`src/rtl/timer_mmio_slave.sv`:
```
// Memory-mapped prescaled timer: 32-bit up-counter with compare match, optional
// auto-reload, sticky MATCH/OVERRUN status (write-1-to-clear) and a level irq.
module timer_mmio_slave #(
    parameter int                     DATA_WIDTH  = 32,
    parameter int                     PRESC_WIDTH = 16,
    parameter logic [DATA_WIDTH-1:0]  COMPARE_RST = {DATA_WIDTH{1'b1}}
) (
    input  logic                  clk,
    input  logic                  rst,
    input  logic [DATA_WIDTH-1:0] wd,
    input  logic [31:0]           address,
    input  logic                  we,
    input  logic                  re,
    output logic [DATA_WIDTH-1:0] rd,
    output logic                  irq
);

    localparam logic [DATA_WIDTH-1:0]  CNT_ONE   = 1;
    localparam logic [PRESC_WIDTH-1:0] PRESC_ONE = 1;

    localparam logic [2:0] A_CTRL     = 3'd0;
    localparam logic [2:0] A_PRESCALE = 3'd1;
    localparam logic [2:0] A_COMPARE  = 3'd2;
    localparam logic [2:0] A_COUNT    = 3'd3;
    localparam logic [2:0] A_STATUS   = 3'd4;

    logic [2:0]             ctrl_q,   ctrl_d;
    logic [PRESC_WIDTH-1:0] presc_q,  presc_d;
    logic [DATA_WIDTH-1:0]  cmp_q,    cmp_d;
    logic [DATA_WIDTH-1:0]  cnt_q,    cnt_d;
    logic [1:0]             status_q, status_d;
    logic [PRESC_WIDTH-1:0] pcnt_q,   pcnt_d;

    logic [2:0] sel;
    logic       wr_ctrl, wr_presc, wr_cmp, wr_cnt, wr_status;
    logic       en, tick, match_ev;
    logic       unused_addr;

    assign sel         = address[4:2];
    assign unused_addr = ^{address[31:5], address[1:0]};

    assign wr_ctrl   = we && (sel == A_CTRL);
    assign wr_presc  = we && (sel == A_PRESCALE);
    assign wr_cmp    = we && (sel == A_COMPARE);
    assign wr_cnt    = we && (sel == A_COUNT);
    assign wr_status = we && (sel == A_STATUS);

    // Tick and match use pre-edge state, so clearing EN on a tick edge still counts.
    assign en       = ctrl_q[0];
    assign tick     = en && (pcnt_q == presc_q);
    assign match_ev = tick && !wr_cnt && (cnt_q == cmp_q);

    always_comb begin
        ctrl_d   = ctrl_q;
        presc_d  = presc_q;
        cmp_d    = cmp_q;
        cnt_d    = cnt_q;
        status_d = status_q;
        pcnt_d   = pcnt_q;

        if (wr_ctrl)  ctrl_d  = wd[2:0];
        if (wr_presc) presc_d = wd[PRESC_WIDTH-1:0];
        if (wr_cmp)   cmp_d   = wd;

        if (wr_presc || wr_cnt) begin
            pcnt_d = '0;
        end else if (en) begin
            pcnt_d = tick ? '0 : pcnt_q + PRESC_ONE;
        end

        // A bus write to COUNT overrides any tick on the same edge.
        if (wr_cnt) begin
            cnt_d = wd;
        end else if (tick) begin
            if (match_ev && ctrl_q[1]) cnt_d = '0;
            else                       cnt_d = cnt_q + CNT_ONE;
        end

        if (wr_status) status_d = status_q & ~wd[1:0];
        if (match_ev) begin
            status_d[0] = 1'b1;
            if (status_q[0]) status_d[1] = 1'b1;
        end
    end

    always_ff @(posedge clk or posedge rst) begin
        if (rst) begin
            ctrl_q   <= '0;
            presc_q  <= '0;
            cmp_q    <= COMPARE_RST;
            cnt_q    <= '0;
            status_q <= '0;
            pcnt_q   <= '0;
        end else begin
            ctrl_q   <= ctrl_d;
            presc_q  <= presc_d;
            cmp_q    <= cmp_d;
            cnt_q    <= cnt_d;
            status_q <= status_d;
            pcnt_q   <= pcnt_d;
        end
    end

    always_comb begin
        rd = '0;
        if (re) begin
            case (sel)
                A_CTRL:     rd[2:0]             = ctrl_q;
                A_PRESCALE: rd[PRESC_WIDTH-1:0] = presc_q;
                A_COMPARE:  rd                  = cmp_q;
                A_COUNT:    rd                  = cnt_q;
                A_STATUS:   rd[1:0]             = status_q;
                default:    rd                  = '0;
            endcase
        end
    end

    assign irq = status_q[0] & ctrl_q[2];

endmodule

```
`config.mk`:
```
export PLATFORM = sky130hd
export DESIGN_NAME = timer_mmio_slave
export DESIGN_NICKNAME = d
export VERILOG_FILES = /design/src/rtl/timer_mmio_slave.sv
export SDC_FILE = /design/constraint.sdc
export NUM_CORES = 1
export LEC_CHECK = 0
export BUFFER_PORTS_ARGS = -buffer_cell sky130_fd_sc_hd__buf_2
export CAP_MARGIN = 20
export CORE_UTILIZATION = 40
export CTS_BUF_LIST = sky130_fd_sc_hd__clkbuf_4 sky130_fd_sc_hd__clkbuf_8 sky130_fd_sc_hd__clkbuf_16
export CTS_CLUSTER_SIZE = 12
export DETAILED_ROUTE_END_ITERATION = 7
export HOLD_SLACK_MARGIN = 0.08
export PLACE_DENSITY = 0.59
export RECOVER_POWER = 25
export SETUP_SLACK_MARGIN = 0.5
export SYNTH_ARGS = -nofsm -noshare
export SYNTH_HDL_FRONTEND = slang
export SYNTH_SLANG_ARGS = --single-unit
```
`constraint.sdc`:
```
create_clock -name clk -period 3.6 [get_ports clk]
set_clock_uncertainty 0.05 [all_clocks]
set_input_delay 0.36 -clock clk [delete_from_list [all_inputs] [get_ports clk]]
set_output_delay 0.36 -clock clk [all_outputs]
set_load 0.05 [all_outputs]
```
==> insert_results.sql <==
INSERT INTO impl_metrics (metric_group, metric, value, unit) VALUES
('sta', 'max_slew_margin', '0.08225', ''),
('cts', 'path_clk_slew', '0.07', 'ns'),
('die', 'fp-row-count', '46', ''),
('critical_path', 'crit_family', 'simple AND/OR/NAND/NOR gates', ''),
('critical_path', 'setup.worst_path.class', 'reg -> reg', ''),
('synth', 'yosys.area_share.simple', '0.2199', ''),
('critical_path', 'cp_max_fo', '15', ''),
('global_route', 'grt_start_max_net_pins', '82', ''),
('critical_path', 'worst_setup_path_end_kind', 'flop', ''),
('finish', 'drive_above_1_share', '0.2888', ''),
('critical_path', 'worstSetupStartpointType', 'flop', ''),
('global_route', 'grt_pass1_vias', '5443', ''),
('synth', 'xor_and_xnor_fraction_of_the_mapped_netlist_area', '0.08887', ''),
('hold_path', 'timing.hold.worst.start', 'wd[17]', ''),
('route', 'post-route-drc-count', '0', ''),
('sta', 'final.setup.tns', '0', 'ns'),
('route', 'dr_total_vias', '5507', ''),
('die', 'floorplan.die.height', '129.2', 'um'),
('synth', 'syn_nets', '766', ''),
('cts', 'cts_max_path_buffers', '2', ''),
('cts', 'tritoncts_clock_tree', 'built', ''),
('critical_path', 'cp.required', '3.85', 'ns'),
('synth', 'synthesis.area_per_instance', '9.305', 'um2'),
('critical_path', 'timing.critical_path.buf_inv', '1', ''),
('synth', 'synth_cells', '696', ''),
('cts', 'clkSinkCount', '101', ''),
('die', 'die-width', '129.2', 'um'),
('route', 'detail-route-antenna-nets', '0', ''),
('run', 'drv_cap', '0', ''),
('synth', 'synth.cell_area', '0.006476', 'mm2'),
('sta', 'layout_min_cycle_time', '2.937', 'ns'),
('cts', 'cts-root-buf', 'sky130_fd_sc_hd__clkbuf_16', ''),
('critical_path', 'reg2reg_from', 'presc_q[11]', ''),
('route', 'detailedRoute.firstPassIterationCount', '5', ''),
('synth', 'ys_warn_count', '0', ''),
('synth', 'ys_dominant_reg_cell', 'sky130_fd_sc_hd__dfrtp_1', ''),
('finish', 'syn2layout_area_growth', '13.91', '%'),
('synth', 'multiplexer_area_fraction_after_synthesis', '0.1194', ''),
('sta', 'final_hold_viol_count', '0', ''),
('cts', 'cts_htree_levels', '3', ''),
('power', 'peakVddDrop', '0.2496', 'mV'),
('synth', 'ys_seq_elements', '101', ''),
('sta', 'setup_viol', '0', ''),
('synth', 'synth_compound_area_frac', '0.1343', ''),
('global_route', 'antenna_found_initial', '0', ''),
('finish', 'num_antenna_cells', '0', ''),
('global_route', 'global_route_overflow', '0', ''),
('route', 'wl_per_cell', '18.86', 'um'),
('sta', 'timing.final.crit_share', '0.8159', ''),
('cts', 'cts_buffers', '9', ''),
('placed_design', 'port_buffers', '71', ''),
('finish', 'multiInputGateArea', '0.003675', 'mm2'),
('placed_design', 'dp_hpwl', '13.20', 'mm'),
('global_route', 'track_usage', '0.2308', ''),
('power', 'static-leakage-power', '2.995', 'nW'),
('finish', 'layout_nets', '813', ''),
('die', 'floorplan.initialDensity', '0.4092', ''),
('global_route', 'wire_length_of_the_first_global_routing_pass', '29.33', 'mm'),
('finish', 'layout_filler_cell_count', '1542', ''),
('sta', 'tightest_slew', '1.377', 'ns'),
('placed_design', 'placed_cells', '946', ''),
('critical_path', 'critical_path_origin', 'presc_q[11]', ''),
('cts', 'worstSkewPairLatency', '0.37', 'ns'),
('synth', 'dominant_combinational_cell_family_by_area_after_synthesis', 'simple AND/OR/NAND/NOR gates', ''),
('die', 'io-pin-count', '101', ''),
('synth', 'synth-edff-count', '0', ''),
('outcome', 'run_status', 'completed', ''),
('die', 'die_area', '0.01670', 'mm2'),
('power', 'power.density_cell_area', '493.4', 'mW/mm2'),
('critical_path', 'cp_data_arrival_time', '3.19', 'ns'),
('sta', 'final-max-slew-violation-count', '0', '');
[cell usage after synthesis (2+ instances only)]
cell type	number	area [um2]
sky130_fd_sc_hd__a21oi_1	18	90.09
sky130_fd_sc_hd__a221oi_1	5	43.79
sky130_fd_sc_hd__a22o_1	2	17.52
sky130_fd_sc_hd__a22oi_1	39	292.8
sky130_fd_sc_hd__a2bb2oi_1	7	61.31
sky130_fd_sc_hd__a31oi_1	19	118.9
sky130_fd_sc_hd__a41oi_1	2	17.52
sky130_fd_sc_hd__and2_1	7	43.79
sky130_fd_sc_hd__and3_1	17	106.4
sky130_fd_sc_hd__and3b_1	3	26.28
sky130_fd_sc_hd__and4_1	5	43.79
sky130_fd_sc_hd__buf_1	5	18.77
sky130_fd_sc_hd__buf_2	4	20.02
sky130_fd_sc_hd__clkbuf_1	48	180.2
sky130_fd_sc_hd__dfrtp_1	69	1727
sky130_fd_sc_hd__dfstp_2	32	840.8
sky130_fd_sc_hd__ha_1	2	25.02
sky130_fd_sc_hd__inv_1	6	22.52
sky130_fd_sc_hd__mux2_2	66	743.2
sky130_fd_sc_hd__mux2i_1	3	30.03
sky130_fd_sc_hd__nand2_1	50	187.7
sky130_fd_sc_hd__nand2b_1	7	43.79
sky130_fd_sc_hd__nand3_1	27	135.1
sky130_fd_sc_hd__nand3b_1	2	15.01
sky130_fd_sc_hd__nand4_1	29	181.4
sky130_fd_sc_hd__nand4b_1	3	26.28
sky130_fd_sc_hd__nor2_1	71	266.5
sky130_fd_sc_hd__nor2b_1	19	118.9
sky130_fd_sc_hd__nor3_1	12	60.06
sky130_fd_sc_hd__nor3b_1	2	15.01
sky130_fd_sc_hd__nor4_2	2	25.02
sky130_fd_sc_hd__o211ai_1	3	22.52
sky130_fd_sc_hd__o21a_1	3	22.52
sky130_fd_sc_hd__o21ai_0	14	70.07
sky130_fd_sc_hd__o22ai_1	2	12.51
sky130_fd_sc_hd__o41ai_1	5	43.79
sky130_fd_sc_hd__or3_1	5	31.28
sky130_fd_sc_hd__or4b_1	2	20.02
sky130_fd_sc_hd__xnor2_1	51	446.7
sky130_fd_sc_hd__xnor2_2	2	32.53
sky130_fd_sc_hd__xor2_1	11	96.34
[final timing paths]
kind	endpoint	slack (ns)	cells past startpoint
setup / recovery	status_q[1]	0.66	7
hold / removal	cmp_q[17]	0.20	2
setup reg to reg	status_q[1]	0.66	7
hold reg to reg	ctrl_q[2]	0.48	1
max in group asynchronous	cmp_q[25]	0.71	5
min in group asynchronous	presc_q[12]	0.73	3
[logic make-up after synthesis]
logic type | Yosys count
simple gates | 272
compound gates | 125
flops | 101
mux | 69
xor+xnor | 64
buf+inv | 63
fa+ha+maj | 2
[metrics by stage]
step / power [mW] / hold WS [ns] / worst slack, ns / area, um2 / util
2_1_floorplan: 2.317 / 0.4238 / 0.5078 / 6476 / -
3_3_place_gp: 2.579 / 0.4409 / 0.6596 / 7041 / 0.4448
3_5_place_dp: 2.615 / 0.4502 / 0.6136 / 7041 / 0.4448
4_1_cts: 3.675 / 0.1808 / 0.5977 / 7361 / 0.4651
5_1_grt: 3.835 / 0.1898 / 0.3150 / 7377 / 0.4661
6_report: 3.640 / 0.1997 / 0.6626 / 7377 / 0.4661
[sequential cells by signal, indices dropped and copies added, names as in the netlist]
name	count
cmp_q	32
cnt_q	32
pcnt_q	16
presc_q	16
ctrl_q	3
status_q	2
[what timing repair did]
action                                  in CTS  in global routing
hold buffers                                 0                  1
resized for setup                            0                  1
buffers inserted                             0                  0
endpoints found under the hold margin        0                 14
endpoints found under the setup margin       0                 14
[final cells by class]
cell class / count / share of cell area
multi-input combinational: 532 / 0.4981
inverter: 6 / 0.003223
sequential: 101 / 0.3480
timing repair buffer: 93 / 0.07056
clock inverter: 5 / 0.009159
clock buffer: 11 / 0.03426
tap: 216 / 0.03663
[layer usage]
layer | share of wire | vias up | global-route usage | routed length, um
met3 | 0.052 | 19 | 0.04748 | 948
li1 | - | 2605 | - | -
met4 | 0.011 | 0 | 0.05536 | 194
met2 | 0.48 | 185 | 0.3890 | 8815
met5 | 0 | - | 0 | 0
met1 | 0.45 | 2698 | 0.3029 | 8225
[placed cells by master, fill, tap and decap left out, types with 18 or more instances in the layout]
| cell type | Yosys | routed |
|---|---|---|
| sky130_fd_sc_hd__nand2_1 | 50 | 50 |
| sky130_fd_sc_hd__nand4_1 | 29 | 29 |
| sky130_fd_sc_hd__a22oi_1 | 39 | 39 |
| sky130_fd_sc_hd__xnor2_1 | 51 | 51 |
| sky130_fd_sc_hd__dfrtp_1 | 69 | 69 |
| sky130_fd_sc_hd__buf_4 | 0 | 20 |
| sky130_fd_sc_hd__nor2_1 | 71 | 71 |
| sky130_fd_sc_hd__mux2_2 | 66 | 66 |
| sky130_fd_sc_hd__a31oi_1 | 19 | 19 |
| sky130_fd_sc_hd__dfstp_2 | 32 | 32 |
| sky130_fd_sc_hd__nor2b_1 | 19 | 19 |
| sky130_fd_sc_hd__buf_2 | 4 | 71 |
| sky130_fd_sc_hd__a21oi_1 | 18 | 18 |
| sky130_fd_sc_hd__nand3_1 | 27 | 27 |
[power by group]
part	internal (mW)	switching, mW
registers	1.38	0.234
clock network	0.586	0.458
logic	0.460	0.523
total	2.43	1.21
Note: power is estimated with default switching activity, not from simulation.
